File: src/rtl/qos_channel_selector.sv
// Selects one of four TS input channels from presence/error health, switching through a hold-off FSM.
// Optional: define QOS_NONREVERTIVE_EN to stay on a healthy active channel in priority-scan modes.
module qos_channel_selector #(
    parameter int LOSS_TIMEOUT   = 4096,
    parameter int HOLDOFF_CYCLES = 256,
    parameter int ERR_THRESH     = 16
) (
    input  logic        clk,
    input  logic        rst,
    input  logic [3:0]  ts_sync,
    input  logic [3:0]  ts_err,
    input  logic        fallback_enable,
    input  logic        manual_enable,
    input  logic [1:0]  manual_channel,
    input  logic [7:0]  channel_priority,
    input  logic [19:0] reset_timer,
    input  logic        valid_config,
    output logic [1:0]  active_channel,
    output logic [3:0]  signal_present,
    output logic [7:0]  error_count_ch0,
    output logic [7:0]  error_count_ch1,
    output logic [7:0]  error_count_ch2,
    output logic [7:0]  error_count_ch3,
    output logic        switch_pulse,
    output logic        no_healthy
);
    localparam int LW = $clog2(LOSS_TIMEOUT + 1);
    localparam int HW = $clog2(HOLDOFF_CYCLES + 1);
    localparam logic [LW-1:0] LOSS_MAX = LW'(LOSS_TIMEOUT);
    localparam logic [HW-1:0] HOLD_MAX = HW'(HOLDOFF_CYCLES);
    localparam logic [7:0]    ERR_LIM  = 8'(ERR_THRESH);

    // state      | meaning
    // ST_STEADY  | active channel stable, candidate agrees with it
    // ST_HOLDOFF | candidate differs, waiting for it to stay stable
    typedef enum logic {ST_STEADY, ST_HOLDOFF} state_t;

    state_t        state_q, state_d;
    logic [1:0]    active_q, active_d, pending_q, pending_d;
    logic [HW-1:0] hold_q, hold_d, hold_inc;
    logic          pulse_q, pulse_d, no_healthy_q, no_healthy_d;
    logic [LW-1:0] loss_q [4];
    logic [LW-1:0] loss_d [4];
    logic [3:0]    present_q, present_d;
    logic [7:0]    err_q [4];
    logic [7:0]    err_d [4];
    logic [19:0]   win_q, win_d;
    logic          fb_q, fb_d, men_q, men_d, cfg_q, cfg_d;
    logic [1:0]    mch_q, mch_d;
    logic [7:0]    prio_q, prio_d;
    logic [19:0]   rt_q, rt_d;
    logic          wrap;
    logic [3:0]    healthy;
    logic [1:0]    scan_ch, cand;

    always_comb begin
        fb_d   = fb_q;
        men_d  = men_q;
        mch_d  = mch_q;
        prio_d = prio_q;
        rt_d   = rt_q;
        if (valid_config) begin
            fb_d   = fallback_enable;
            men_d  = manual_enable;
            mch_d  = manual_channel;
            prio_d = channel_priority;
            rt_d   = reset_timer;
        end
        cfg_d = valid_config;

        // a config write restarts the error window but never clears the counts
        wrap = !valid_config && (rt_q != '0) && (win_q == rt_q - 20'd1);
        if (valid_config || wrap || rt_q == '0) win_d = '0;
        else                                    win_d = win_q + 20'd1;

        no_healthy_d = 1'b1;
        for (int i = 0; i < 4; i++) begin
            if (ts_sync[i])                loss_d[i] = '0;
            else if (loss_q[i] == LOSS_MAX) loss_d[i] = LOSS_MAX;
            else                           loss_d[i] = loss_q[i] + LW'(1);
            present_d[i] = (loss_d[i] != LOSS_MAX);

            if (wrap)                                    err_d[i] = '0;
            else if (ts_err[i] && err_q[i] != 8'hFF)     err_d[i] = err_q[i] + 8'd1;
            else                                         err_d[i] = err_q[i];

            healthy[i] = present_q[i] && (err_q[i] < ERR_LIM);
            if (present_d[i] && (err_d[i] < ERR_LIM)) no_healthy_d = 1'b0;
        end
    end

    always_comb begin
        scan_ch = active_q;
        // walk from lowest priority up so the highest-priority healthy entry wins
        for (int k = 3; k >= 0; k--) begin
            if (healthy[prio_q[2*k +: 2]]) scan_ch = prio_q[2*k +: 2];
        end
`ifdef QOS_NONREVERTIVE_EN
        if (!cfg_q && healthy[active_q]) scan_ch = active_q;
`endif
        if (men_q) cand = (healthy[mch_q] || !fb_q) ? mch_q : scan_ch;
        else       cand = fb_q ? scan_ch : prio_q[1:0];
    end

    always_comb begin
        state_d   = state_q;
        pending_d = pending_q;
        hold_d    = hold_q;
        active_d  = active_q;
        pulse_d   = 1'b0;
        hold_inc  = hold_q + HW'(1);
        if (cfg_q && cand != active_q) begin
            active_d = cand;
            pulse_d  = 1'b1;
            state_d  = ST_STEADY;
            hold_d   = '0;
        end else begin
            case (state_q)
                ST_STEADY: begin
                    if (cand != active_q) begin
                        state_d   = ST_HOLDOFF;
                        pending_d = cand;
                        hold_d    = HW'(1);
                    end
                end
                ST_HOLDOFF: begin
                    if (cand == active_q) begin
                        state_d = ST_STEADY;
                        hold_d  = '0;
                    end else if (cand != pending_q) begin
                        pending_d = cand;
                        hold_d    = HW'(1);
                    end else if (hold_inc >= HOLD_MAX) begin
                        active_d = pending_q;
                        pulse_d  = 1'b1;
                        state_d  = ST_STEADY;
                        hold_d   = '0;
                    end else begin
                        hold_d = hold_inc;
                    end
                end
                default: state_d = ST_STEADY;
            endcase
        end
    end

    always_ff @(posedge clk) begin
        if (rst) begin
            state_q      <= ST_STEADY;
            pending_q    <= '0;
            hold_q       <= '0;
            active_q     <= '0;
            pulse_q      <= 1'b0;
            no_healthy_q <= 1'b1;
            present_q    <= '0;
            win_q        <= '0;
            fb_q         <= 1'b0;
            men_q        <= 1'b0;
            mch_q        <= '0;
            prio_q       <= '0;
            rt_q         <= '0;
            cfg_q        <= 1'b0;
            for (int i = 0; i < 4; i++) begin
                loss_q[i] <= LOSS_MAX;
                err_q[i]  <= '0;
            end
        end else begin
            state_q      <= state_d;
            pending_q    <= pending_d;
            hold_q       <= hold_d;
            active_q     <= active_d;
            pulse_q      <= pulse_d;
            no_healthy_q <= no_healthy_d;
            present_q    <= present_d;
            win_q        <= win_d;
            fb_q         <= fb_d;
            men_q        <= men_d;
            mch_q        <= mch_d;
            prio_q       <= prio_d;
            rt_q         <= rt_d;
            cfg_q        <= cfg_d;
            for (int i = 0; i < 4; i++) begin
                loss_q[i] <= loss_d[i];
                err_q[i]  <= err_d[i];
            end
        end
    end

    assign active_channel  = active_q;
    assign signal_present  = present_q;
    assign error_count_ch0 = err_q[0];
    assign error_count_ch1 = err_q[1];
    assign error_count_ch2 = err_q[2];
    assign error_count_ch3 = err_q[3];
    assign switch_pulse    = pulse_q;
    assign no_healthy      = no_healthy_q;
endmodule

File: config.mk
export PLATFORM = sky130hd
export DESIGN_NAME = qos_channel_selector
export DESIGN_NICKNAME = d
export VERILOG_FILES = /design/src/rtl/qos_channel_selector.sv
export SDC_FILE = /design/constraint.sdc
export NUM_CORES = 1
export LEC_CHECK = 0
export CAP_MARGIN = 20
export CORE_MARGIN = 2
export CORE_UTILIZATION = 30
export CTS_BUF_LIST = sky130_fd_sc_hd__clkbuf_8
export CTS_CLUSTER_DIAMETER = 200
export CTS_CLUSTER_SIZE = 24
export DETAILED_ROUTE_END_ITERATION = 12
export PLACE_DENSITY = 0.44
export SETUP_SLACK_MARGIN = 0.1
export SYNTH_ARGS = -nofsm -noshare
export SYNTH_HDL_FRONTEND = slang
export SYNTH_SLANG_ARGS = --single-unit
File: constraint.sdc
create_clock -name clk -period 3.84 [get_ports clk]
set_input_delay 1.152 -clock clk [delete_from_list [all_inputs] [get_ports clk]]
set_output_delay 1.152 -clock clk [all_outputs]
set_load 0.005 [all_outputs]
==> out/qor.yml <==
outcome:
  status: "finished, final reports clean"
final_layout:
  final_net_count: 1159
  instances_no_fill: 1497
  area_delta_synth_final_pct: 18.0
  drive_gt1_frac: 0.0558
  final_core_util: 0.358
placed_design:
  portBuffers: 82
  routabilityCongestion: 0.780
  hpwl_um: 16600
  place_inst: 1466
  pre_cts_ws_ps: 600
global_route:
  antenna_found_initial: 2
  grt_util_met2: 0.232
  busiest_layer: "met2"
  grt_max_degree: 49
  grt_pass1_vias: 6993
  met3_usage: 0.0317
  globalRouteMet1Util: 0.214
  overflow: 0
  grt_pass1_wl_um: 37300
  grtUsageTotal: 0.151
timing:
  max_freq_ghz: 0.308
  fin_crit_sh: 0.845
  setup-tns-final_ps: 0
  tightest_slew_ps: 751
  finalSetupViolations: 0
  clock_skew_ps: 18.1
  slew_headroom: 0.496
  setup_slack_ps: 596
  rsz0062_at_grt: "no"
  finalHoldViolations: 0
  finalCriticalPeriod_ps: 3240
  drv_slew: 0
setup_path:
  path_buf_inv: 2
  slowest_delay_ps: 580
  r2r_setup_slack_ps: 600
  rr_endpoint: "no_healthy"
  reg2reg_depth: 12
  critPathKind: "flip-flop to flip-flop"
  slowest_stage: "or4b_1"
  arrival_ps: 3590
  worstPathRequired_ps: 4180
  setup.worst_path.start_class: "flip-flop"
  rr_startpoint: "rt_q[0]"
  critPathTopFamily: "simple AND/OR/NAND/NOR gates"
  crit_fanout: 33
  crit_path_end_kind: "flip-flop"
  worstPathCellList: "inv_1 -> ha_1 -> or4b_1 -> nor4_2 -> xnor2_1 -> and2_1 -> mux2i_1 -> or2_1 -> nor4b_4 -> buf_12 -> o221a_1 -> a21oi_1"
power_and_ir_drop:
  power_density_nw_per_um2: 333
  p_comb_frac: 0.132
  ir_drop_v: 0.000157
  clkPwrFrac: 0.357
  internal_power_w: 0.00244
  p_sw_frac: 0.283
  p_leak_nw: 3.64
  p_seq_frac: 0.511
  p_sw_w: 0.000965
synth:
  async_flop_share: 0
  synth_edf_count: 0
  ys_ff_latch: 157
  syn_area_um2: 8670
  synth_warnings: 0
  postSynthCellCount: 1041
  yosys_most_used_dff: "dfxtp_1"
  synthDistinctLibCells: 78
  syn-num-nets: 1099
  ys_seq_area_frac: 0.362
  syn_avg_cell_area_um2: 8.33
die:
  core_area_um2: 28500
  start_util: 0.304
  ios: 83
  dieArea_um2: 30300
  die_h_um: 174
  rows: 62
  die_x_um: 174
worst_hold_path:
  hold_path.class: "flip-flop to flip-flop"
  hold_start: "loss_q[2][0]"
  min_path_cells: 1
  hold-path-endpoint: "loss_q[2][0]"
cts:
  postCtsSetupRepairBufs: 0
  cts-resized-gates: 0
  cts_tree: "done"
  clk_pin_slew_worst_paths_ps: 90
  cts_root_buf: "clkbuf_8"
  cts_buffer_depth: 2
  insertion_delay_ps: 460
  cts.sinks: 157
  cts_made_buffers: 17
  cts-htree-levels: 4
  cts_hold_buf: 0
drt:
  dr.pass1.iters: 5
  via_per_inst: 4.97
  final_antenna_net_count: 0
  drc: 0
  wl_per_cell_um: 15.2
  drt_iter0_drc: 509
  drt-total-wl_um: 22800
  vias: 7433
run:
  max_cap_violations: 0
[power by group through the flow]
stage               logic (W)  clock network (W)  registers [W]
floorplan            0.000303                  0        0.00175
global placement     0.000456                  0        0.00178
detailed placement   0.000454                  0        0.00178
CTS                  0.000456            0.00127        0.00174
global route         0.000503            0.00133        0.00175
finish               0.000452            0.00122        0.00174
[cell usage in the layout, fill, tap and decap left out, types with 4 or more instances in the layout]
| cell type | count |
|---|---|
| dfxtp_1 | 157 |
| nor2_1 | 147 |
| clkdlybuf4s50_1 | 80 |
| xor2_1 | 65 |
| nand2_1 | 57 |
| nor3_1 | 56 |
| xnor2_1 | 56 |
| nand3_1 | 53 |
| mux2i_1 | 45 |
| inv_1 | 32 |
| a21oi_1 | 32 |
| and3_1 | 30 |
| nand4_1 | 29 |
| clkbuf_8 | 20 |
| nor4_1 | 17 |
| o21ai_0 | 17 |
| a31oi_1 | 15 |
| ha_1 | 15 |
| buf_4 | 13 |
| and2_1 | 12 |
| or3_1 | 9 |
| nand2b_1 | 8 |
| a211oi_1 | 8 |
| nor4b_1 | 7 |
| and4_1 | 7 |
| o21ai_1 | 6 |
| o31ai_1 | 6 |
| nor2b_1 | 6 |
| or4_1 | 5 |
| nand4b_1 | 5 |
| o2111ai_1 | 5 |
| nor3b_1 | 4 |
| mux2_2 | 4 |
[sequential cells by signal, indices dropped and copies added, names as in the netlist, 4 cells and up]
name	flops
rt_q	20
err_q	32
hold_q	9
loss_q	52
prio_q	8
signal_present	4
win_q	20
[cells in the mapped netlist, types with 9 or more instances]
cell type,n,area share
mux2i_1,45,0.052
nor2_1,147,0.064
dfxtp_1,157,0.36
inv_1,31,0.013
and3_1,30,0.022
xor2_1,65,0.066
clkbuf_1,42,0.018
a31oi_1,15,0.011
nor3_1,56,0.032
nand4_1,29,0.021
and2_1,12,0.0087
or3_1,9,0.0065
ha_1,15,0.022
a21oi_1,32,0.018
o21ai_0,18,0.010
nand2_1,57,0.025
nor4_1,17,0.012
xnor2_1,56,0.057
nand3_1,53,0.031
[routing by layer]
layer  up-vias  wire, um
li1       3851         -
met1      3431     11800
met2       124      9940
met3        25       779
met4         2       263
met5         -        13
[per-stage QoR]
step                      instance area (um^2)  hold slack (ps)  total power (W)
after CTS                                10200              494          0.00347
after global routing                     10200              509          0.00358
after floorplan                           8670              441          0.00205
after global placement                    9860              459          0.00224
after detailed placement                  9860              469          0.00223
final                                    10200              484          0.00341
[area by class of cell]
cell class	instances	area (um^2)
sequential	157	3140
inverter	31	116
fill	3035	18300
multi-input combinational	798	5190
antenna	1	2.50
clock inverter	10	92.6
clock buffer	20	275
tap	384	480
timing repair buffer	96	928
[worst max-delay path by stage]
stage	startpoint	to	slack (ps)	cells past startpoint
after floorplan	rt_q[0]	err_q[1][0]	950	12
final	rt_q[0]	no_healthy	600	12
after detailed placement	rt_q[0]	no_healthy	600	12
after global routing	err_q[0][5]	hold_q[6]	290	9
after CTS	rt_q[0]	no_healthy	570	12
after global placement	rt_q[0]	no_healthy	630	12
[worst reg2reg max path, stage by stage (launching register included)]
cell	delay (ps)
dfxtp_1	350
inv_1	60
ha_1	240
or4b_1	590
nor4_2	440
xnor2_1	170
and2_1	130
mux2i_1	80
or2_1	270
nor4b_4	310
buf_12	240
o221a_1	220
a21oi_1	40
[kinds of logic after synthesis]
logic type / after synthesis / synth area share
flip-flops: 157 / 0.362
AO/OA/AOI/OAI: 143 / 0.117
AND/OR/NAND/NOR: 470 / 0.279
adder cells (fa/ha/maj): 15 / 0.0216
multiplexers: 49 / 0.0571
XOR/XNOR: 121 / 0.122
buffers and inverters: 86 / 0.0398
Power figures use the tool's default switching activity.
